`src/rtl/cod_decimal_to_bcd.sv`:
```
// 1-of-10 decimal line bus to BCD priority encoder with a zero-latency code path,
// plus a one-cycle registered copy and a sticky not-one-hot error flag.
module cod_decimal_to_bcd #(
   parameter logic [3:0] INVALID_CODE = 4'b1111
) (
   input  logic       clk,
   input  logic       reset,
   input  logic [9:0] D,
   input  logic       clr,
   output logic [3:0] BCD,
   output logic       VALID,
   output logic [3:0] BCD_Q,
   output logic       VALID_Q,
   output logic       ERR
);

   logic [9:0] d_minus_one;

   assign d_minus_one = D - 10'd1;

   // Clearing the lowest set bit leaves zero only when exactly one bit was set.
   assign VALID = (D != 10'd0) && ((D & d_minus_one) == 10'd0);

   // Ascending scan: the last match is the highest set line.
   always_comb begin
      BCD = INVALID_CODE;
      for (int i = 0; i < 10; i++) begin
         if (D[i]) begin
            BCD = 4'(i);
         end
      end
   end

   always_ff @(posedge clk or negedge reset) begin
      if (!reset) begin
         BCD_Q   <= 4'b0000;
         VALID_Q <= 1'b0;
         ERR     <= 1'b0;
      end else begin
         BCD_Q   <= BCD;
         VALID_Q <= VALID;
         if (clr) begin
            ERR <= 1'b0;
         end else if (!VALID) begin
            ERR <= 1'b1;
         end
      end
   end

endmodule

```
`config.mk`:
```
export PLATFORM = sky130hd
export DESIGN_NAME = cod_decimal_to_bcd
export DESIGN_NICKNAME = d
export VERILOG_FILES = /design/src/rtl/cod_decimal_to_bcd.sv
export SDC_FILE = /design/constraint.sdc
export NUM_CORES = 1
export LEC_CHECK = 0
export BUFFER_PORTS_ARGS = -buffer_cell sky130_fd_sc_hd__buf_2
export CAP_MARGIN = 20
export CORE_AREA = 2 2 39 41
export DETAILED_ROUTE_END_ITERATION = 7
export DIE_AREA = 0 0 41 43
export GPL_TIMING_DRIVEN = 0
export SYNTH_ARGS = -nofsm -noshare
export SYNTH_HDL_FRONTEND = slang
export SYNTH_SLANG_ARGS = --single-unit
```
`constraint.sdc`:
```
create_clock -name clk -period 1.3 [get_ports clk]
set_input_delay 0 -clock clk [delete_from_list [all_inputs] [get_ports clk]]
set_output_delay 0 -clock clk [all_outputs]
set_load 0.02 [all_outputs]
```
==> impl_results.md, run 1 <==
* Yosys cell types at 19
* Ys flop type: dfrtp_1
* Routed vias at around 410
* Worst r2r path cells at 2
* Largest net degree at the start of global routing at 8
* Ys Warns at 0
* CTS clk-pin slew, worst paths at approximately 0.04 ns
* Final Skew at 0 ns
* CTS tree: built
* Synth top area share at ~42%
* Drt initial violations at 3
* Syn Area/Cell at 8.85 um^2
* Total power at ~0.49 mW
* Hold/Removal Path Class: in -> reg
* CTS Root Cell: clkbuf_4
* Tcrit/Tclk final at 108%
* Clk buf depth at 2
* Crit-path max FO at 5
* Post-Syn Nets at between 50 and 60
* Drt total wl at about 890 um
* Initial core utilization at around a quarter
* Gr usage total at 10.8%
* Violated checks: setup timing
* # nets final at 84
* DP Wirelength at roughly 700 um
* Slew HR at between 70% and 80%
* Final instance area at approximately 580 um^2
* WP data required at about 1.3 ns
* CORE AREA at 1380 um^2
* I/O pins at 24
* Die W at 41 um
* Setup CP Type: in -> out
* Placed Area at slightly below 500 um^2
* Die H at around 43 um
* N_diodes at 0
* Post-synth ARST share at 100%
* Cell accounting for the most synthesized area: dfrtp_1
* TritonRoute pass-1 iters at 3
* Setup TNS at -0.101 ns
* CTS buffer count at 3
* Post-DRT Antenna Nets at 0
* Port Buffers at 23
* Sequential area share after synthesis at a little over two fifths
* Final WS setup at -0.101 ns
* Run status: complete, but fails checks
* H-tree depth at 1
* Number of global-route vias before repair at 362
* Pwr/cell area at ~850 nW/um^2
* Hold Path Depth at 2
* Critical path launch point type: input pin
* RSZ-0062 raised after global routing: true
* Clk_lat worst skew at about 0.24 ns
* Tmin final at 1.40 ns
* # DRC at 0
* FMAX at between 700 and 800 MHz
* Slew at the pin closest to its max-slew limit at between 0.3 and 0.4 ns
* Leak at ~0.28 nW
* Largest cells by area after synthesis: dfrtp_1 (42%), a21oi_1 (8.5%), a211oi_1 (4.2%), inv_1 (4.2%), nor2_1 (4.2%)
* Max Cap Viol at 0
* WL per Instance at 10.5 um
* Final Wtd Congestion at between 0.6 and 0.7
* P&R area growth vs syn at 63.3%
* Vias per inst at approximately 4.8
* Clock Sinks at 6
* First-pass GRT wire length at between 1 and 1.5 mm
* Initial antenna violation count at 0
* Commonest cells post-synth: a21oi_1 (6), dfrtp_1 (6), inv_1 (4), nor2_1 (4)
* Place WS at -0.225 ns
* Die area at ~1800 um^2
* Total global routing overflow at 0
* FF+latch count, synth at 6
* Synth Cell Area at approximately 350 um^2
* Endpoints failing setup at 1
* Critical Path Sink Type: output port
* EDFF count, synth at 0
* Share of cells above drive strength 1 at between 40 and 50%
* Final Max Slew Viols at 0
* Worst vdd ir at around 280 uV
* Worst EP arrival at about 1.4 ns
* Rows at 14
* Fin. Hold Viols at 0
* Mapped Cells at 40
==> cell type report <==
type / instances / area (um^2)
inverter: 4 / 15.0
multi-input combinational: 30 / 205
clock buffer: 3 / 22.5
timing repair buffer: 26 / 165
sequential: 6 / 150
tap: 16 / 20.0
fill: 140 / 806
==> report_power, final <==
part           switching, mW  internal, mW
Sequential           0.00201         0.196
Clock                 0.0589         0.104
Combinational         0.0745        0.0538
==> worst paths after layout <==
check                           startpoint       end  slack (ns)
worst max-delay path                  D[0]     VALID       -0.10
worst min-delay path                  D[9]  BCD_Q[2]        0.02
worst max register to register         ERR       ERR        0.70
worst min register to register         ERR       ERR        0.51
max in group asynchronous            reset  BCD_Q[0]        1.05
min in group asynchronous            reset  BCD_Q[3]        0.11
==> placed cells by master, fill, tap and decap left out, drive strengths merged <==
cell type    synthesis  routed
and2b                1       1
nor3                 2       2
clkbuf               0       3
or3                  1       1
o21ai                4       4
or4                  1       1
a22oi                1       1
buf                  0      24
dfrtp                6       6
a21oi                6       6
nor2                 4       4
o21a                 1       1
nor4                 1       1
o211ai               1       1
inv                  4       4
a211oi               3       3
nand2b               1       1
dlygate4sd3          0       2
o21bai               2       2
nand4bb              1       1
==> critical path, cell delays in order <==
cell       delay, ns
buf_8           0.09
or4_4           0.56
o21ai_2         0.16
nand4bb_1       0.15
a211oi_4        0.28
buf_6           0.15
==> state kept, by name, indices dropped and copies added, names as in the netlist <==
signal and count:
VALID_Q 1, BCD_Q 4, ERR 1
==> kinds of logic (layout without fill, tap and decap cells) <==
kind of cell           Yosys count  count (layout)  share of synthesized area (%)
buffers and inverters            4              33                           4.24
AOI/OAI and AO/OA               18              18                           32.5
DFF                              6               6                           42.4
and+or+nand+nor                 12              12                           20.9
==> per-layer routing <==
layer / global-route usage [%] / part of all wire, % / up-vias / wire, um
met3: 1.57 / 12 / 0 / 105
met1: 12.0 / 40 / 181 / 359
li1: - / - / 210 / -
met2: 17.2 / 48 / 20 / 424
met4: 8.00 / 0 / 0 / 0
met5: 0 / 0 / - / 0
==> timing repair <==
action / 4_1_cts / 5_1_grt
hold buffers: 2 / 0
hold endpoints to repair: 7 / 0
resized for setup: 9 / 0
pin swaps: 3 / 0
buffers inserted: 1 / 0
endpoints found under the setup margin: 1 / 1
==> stage by stage <==
step	hold WS, ns	utilization, %	cells
final	0.0210	41.8	85
after floorplan	-0.296	-	40
after detailed placement	-0.173	35.9	79
after CTS	0.0109	41.8	85
after global placement	-0.175	35.9	79
after global routing	0.0273	41.8	85
Power figures use the tool's default switching activity.
==> run 2, diff against run 1 <==
- PLACE_DENSITY_LB_ADDON: unset -> 0.25
==> impl_results.md, run 2 (synthesized netlist as in run 1, its figures left out) <==
* Run status: complete, but fails checks
* Violated checks: setup timing
* CTS buffer count at 3
* Initial antenna violation count at 0
* Routed vias at just over 400
* CORE AREA at between 1000 and 1500 um^2
* Final WS setup at -0.106 ns
* Vias per inst at around 4.8
* GR Layer Usage met2 at between 20% and 30%
* First-pass GRT wire length at about 1.5 mm
* Filler cells at 143
* Max reg flops at 4
* Slew HR at 77.2%
* Worst EP arrival at ~1.4 ns
* Post-DRT Antenna Nets at 0
* Hold Path Depth at 2
* Clock Sinks at 6
* Final Skew at 0 ns
* Met3 Use GR at ~1.6%
* Final Wtd Congestion at slightly below 0.8
* Critical Path Sink Type: output port
* CTS Root Cell: clkbuf_4
* Slowest stage cell, crit path: or4_4
* GRT busiest layer: met2
* Initial core utilization at 25.6%
* RSZ-0062 raised after global routing: true
* Worst vdd ir at between 200 and 300 uV
* Largest regs: BCD_Q x4, ERR x1, VALID_Q x1
* Pwr/cell area at about 840 nW/um^2
* R2R Setup Slk at approximately 0.70 ns
* Leak at 0.277 nW
* N_diodes at 0
* Worst r2r path cells at 2
* P&R area growth vs syn at 64.3%
* Clk_lat worst skew at about 0.24 ns
* Drt initial violations at 4
* Most common cell after layout, fill and taps aside: buf_2
* WL per Instance at approximately 11 um
* Largest net degree at the start of global routing at 8
* # nets final at 84
* Largest stage delay, worst path at between 0.5 and 0.6 ns
* Die H at roughly 43 um
* Tmin final at 1.41 ns
* Cell Chain, Critical Path: buf_8 -> or4_4 -> o21ai_2 -> nand4bb_1 -> a211oi_4 -> buf_6
* # DRC at 0
* Final instance area at between 500 and 600 um^2
* TritonRoute pass-1 iters at 2
* Port Buffers at 23
* GR Layer Usage met1 at 12.6%
* Highest-count cells in the layout ignoring fill and taps: buf_2 (20), dfrtp_1 (6), a21oi_1 (6), nor2_1 (4), inv_1 (4)
* Endpoints failing setup at 1
* Total power at 0.491 mW
* Die W at slightly above 40 um
* Register bank with the most flops: BCD_Q
* Setup CP Type: in -> out
* Placed Area at slightly below 500 um^2
* FMAX at just over 700 MHz
* Max Cap Viol at 0
* Total global routing overflow at 0
* Gr usage total at between 10% and 20%
* CTS clk-pin slew, worst paths at ~0.040 ns
* Rows at 14
* Final Max Slew Viols at 0
* Hold/Removal Path Class: in -> reg
* CTS tree: built
* Critical path launch point type: input pin
* I/O pins at 24
* Drt total wl at a little over 900 um
* Place WS at -0.227 ns
* Number of global-route vias before repair at 386
* Die area at 1760 um^2
* H-tree depth at 1
* Fin. Hold Viols at 0
* Tcrit/Tclk final at 108%
* Share of cells above drive strength 1 at a little under half
* Slew at the pin closest to its max-slew limit at roughly 0.34 ns
* Crit-path max FO at 5
* WP data required at 1.30 ns
* Clk buf depth at 2
==> run 2: cell counts in the layout (fill, tap and decap cells not counted) <==
No cell type changed its count.
==> run 2: critical path, delay by kind of cell <==
| family | cells | cell delay (ns) |
|---|---|---|
| AO/OA/AOI/OAI | 2 | 0.43 |
| buffers and inverters | 2 | 0.25 |
| AND/OR/NAND/NOR | 2 | 0.72 |
==> run 2: path summary, 6_finish.rpt <==
kind                       endpoint  startpoint
max in group asynchronous  BCD_Q[1]       reset
min in group asynchronous  BCD_Q[3]       reset
max reg2reg                     ERR         ERR
max                           VALID        D[0]
min                        BCD_Q[2]        D[9]
min reg2reg                     ERR         ERR
==> run 2: metrics by stage <==
| stage | hold slack [ns] | util (%) | setup TNS (ns) | instances |
|---|---|---|---|---|
| detailed placement | -0.171 | 35.9 | -0.533 | 79 |
| floorplan | -0.296 | - | -0.251 | 40 |
| finish | 0.0140 | 42.0 | -0.106 | 85 |
| CTS | 0.00651 | 42.0 | -0.114 | 85 |
| global route | 0.0154 | 42.0 | -0.207 | 85 |
| global placement | -0.174 | 35.9 | -0.467 | 79 |
==> run 2: what timing repair did <==
action,4_1_cts,5_1_grt
hold buffers,2,0
pin swaps,3,0
endpoints found under the hold margin,7,0
gates resized for setup,10,0
setup endpoints to repair,1,2
gates cloned,0,0
buffers inserted,1,0
==> run 2: layer usage <==
layer	vias up	share of wire (%)	wire length, um
met4	0	0	0
met5	-	0	0
li1	207	-	-
met2	16	54	497
met3	0	8.2	75
met1	186	37	341
==> run 2: area by class of cell <==
type                    instances  area, um^2  share of cell area, %
repair buffers                 26         165                   28.4
clock buffers                   3        22.5                   3.87
multi-input cells              30         209                   35.9
flip-flops and latches          6         150                   25.8
inverters                       4        15.0                   2.58
well taps                      16        20.0                   3.44
==> run 2: report_power, final <==
group / internal [mW] / switching [mW]
Clock: 0.104 / 0.0597
Sequential: 0.196 / 0.00206
Combinational: 0.0539 / 0.0755
==> run 3, diff against run 2 <==
- SETUP_SLACK_MARGIN: unset -> 0.1
==> impl_results.md, run 3 (synthesized netlist as in run 1, its figures left out) <==
* Most common cell after layout, fill and taps aside: buf_2
* Worst EP arrival at 1.41 ns
* Crit-path max FO at 5
* Worst vdd ir at between 200 and 300 uV
* Endpoints failing setup at 1
* Leak at between 0.2 and 0.3 nW
* Hold endpoint: BCD_Q[2]
* Largest net degree at the start of global routing at 8
* CTS tree: built
* Share of cells above drive strength 1 at roughly 46%
* TritonRoute pass-1 iters at 2
* # DRC at 0
* Final Skew at 0 ns
* Critical Path Sink Type: output port
* Highest-count cells in the layout ignoring fill and taps: buf_2 (19), dfrtp_1 (6), a21oi_1 (6), nor2_1 (4), inv_1 (4)
* Hold Path Depth at 2
* Violated checks: setup timing
* Final Wtd Congestion at approximately 0.77
* FF-to-FF Start: ERR
* Clock Sinks at 6
* Setup CP Type: in -> out
* Register bank with the most flops: BCD_Q
* Initial core utilization at around a quarter
* R2R Setup Slk at 0.71 ns
* Pwr/cell area at about 840 nW/um^2
* WL per Instance at between 10 and 15 um
* Clk_lat worst skew at around 0.24 ns
* Tmin final at between 1 and 1.5 ns
* CORE AREA at 1380 um^2
* Drt initial violations at 4
* Rows at 14
* Final instance area at about 580 um^2
* Total power at 0.492 mW
* Fin. Hold Viols at 0
* Worst r2r path cells at 2
* Largest regs: BCD_Q x4, ERR x1, VALID_Q x1
* Vias per inst at between 4 and 5
* FMAX at approximately 710 MHz
* Run status: complete, but fails checks
* Number of global-route vias before repair at a little under 400
* R2r endpoint: ERR
* Slew at the pin closest to its max-slew limit at ~0.34 ns
* Final Max Slew Viols at 0
* Min-delay src: D[9]
* N_diodes at 0
* Slew HR at between 70% and 80%
* Die area at between 1500 and 2000 um^2
* Drt total wl at 915 um
* H-tree depth at 1
* RSZ-0062 raised after global routing: true
* Hold/Removal Path Class: in -> reg
* First-pass GRT wire length at between 1.5 and 2 mm
* CTS Root Cell: clkbuf_4
* I/O pins at 24
* Initial antenna violation count at 0
* Tcrit/Tclk final at 108%
* P&R area growth vs syn at 65.0%
* Gr usage total at 12.3%
* # nets final at 84
* Final WS setup at -0.106 ns
* Clk buf depth at 2
* Total global routing overflow at 0
* Post-DRT Antenna Nets at 0
* Die H at between 40 and 50 um
* CTS clk-pin slew, worst paths at approximately 0.040 ns
* Critical path launch point type: input pin
* WP data required at between 1 and 1.5 ns
* Port Buffers at 23
* Routed vias at just over 400
* Placed Area at about 500 um^2
* Max Cap Viol at 0
* Filler cells at between 100 and 150
* Die W at 41 um
* CTS buffer count at 3
* Max reg flops at 4
* Final core utilization at a little over two fifths
-- run 3: cell count changes in the layout (fill, tap and decap cells not counted) --
cell,before,now
buf_4,1,2
buf_2,20,19
-- run 3: per-layer routing --
metal / track usage [%] / routed length (um)
met5: 0 / 0
met4: 8.00 / 0
met3: 1.57 / 75
met2: 21.3 / 498
met1: 12.6 / 340
-- run 3: report_power, final --
part	switching [mW]	leakage (nW)	total (mW)	internal [mW]
clock	0.0597	0.0138	0.164	0.104
sequential	0.00206	0.0727	0.198	0.196
combinational	0.0756	0.192	0.130	0.0548
total	0.137	0.278	0.492	0.355
-- run 3: per-stage QoR --
step | setup slack [ns] | cells | hold slack (ns) | TNS [ns]
6_report | -0.106 | 85 | 0.0140 | -0.106
5_1_grt | -0.180 | 85 | 0.0154 | -0.201
4_1_cts | -0.114 | 85 | 0.00651 | -0.114
3_5_place_dp | -0.227 | 79 | -0.171 | -0.533
3_3_place_gp | -0.200 | 79 | -0.174 | -0.467
2_1_floorplan | -0.156 | 40 | -0.296 | -0.251
-- run 3: worst max-delay path, stage by stage --
cell       delay, ns
buf_8           0.09
or4_4           0.56
o21ai_2         0.15
nand4bb_1       0.16
a211oi_4        0.28
buf_6           0.15
-- run 3: final cells by class --
cell class                 count  area (um^2)  area share (%)
clock buffer                   3         22.5            3.85
inverter                       4         15.0            2.57
multi-input combinational     30          209            35.8
sequential                     6          150            25.7
tap                           16         20.0            3.43
timing repair buffer          26          168            28.7
-- run 3: timing repair --
item / in CTS / in global routing
endpoints found under the setup margin: 3 / 4
endpoints found under the hold margin: 7 / 0
resized for setup: 10 / 1
pin swaps: 4 / 0
hold buffers: 2 / 0
setup buffers: 1 / 0
-- run 3: worst max path at each step --
stage          from     to  slack (ns)
3_3_place_gp   D[3]    ERR       -0.20
4_1_cts        D[0]  VALID       -0.11
2_1_floorplan  D[3]    ERR       -0.16
6_report       D[0]  VALID       -0.11
5_1_grt        D[0]  VALID       -0.18
3_5_place_dp   D[3]    ERR       -0.23
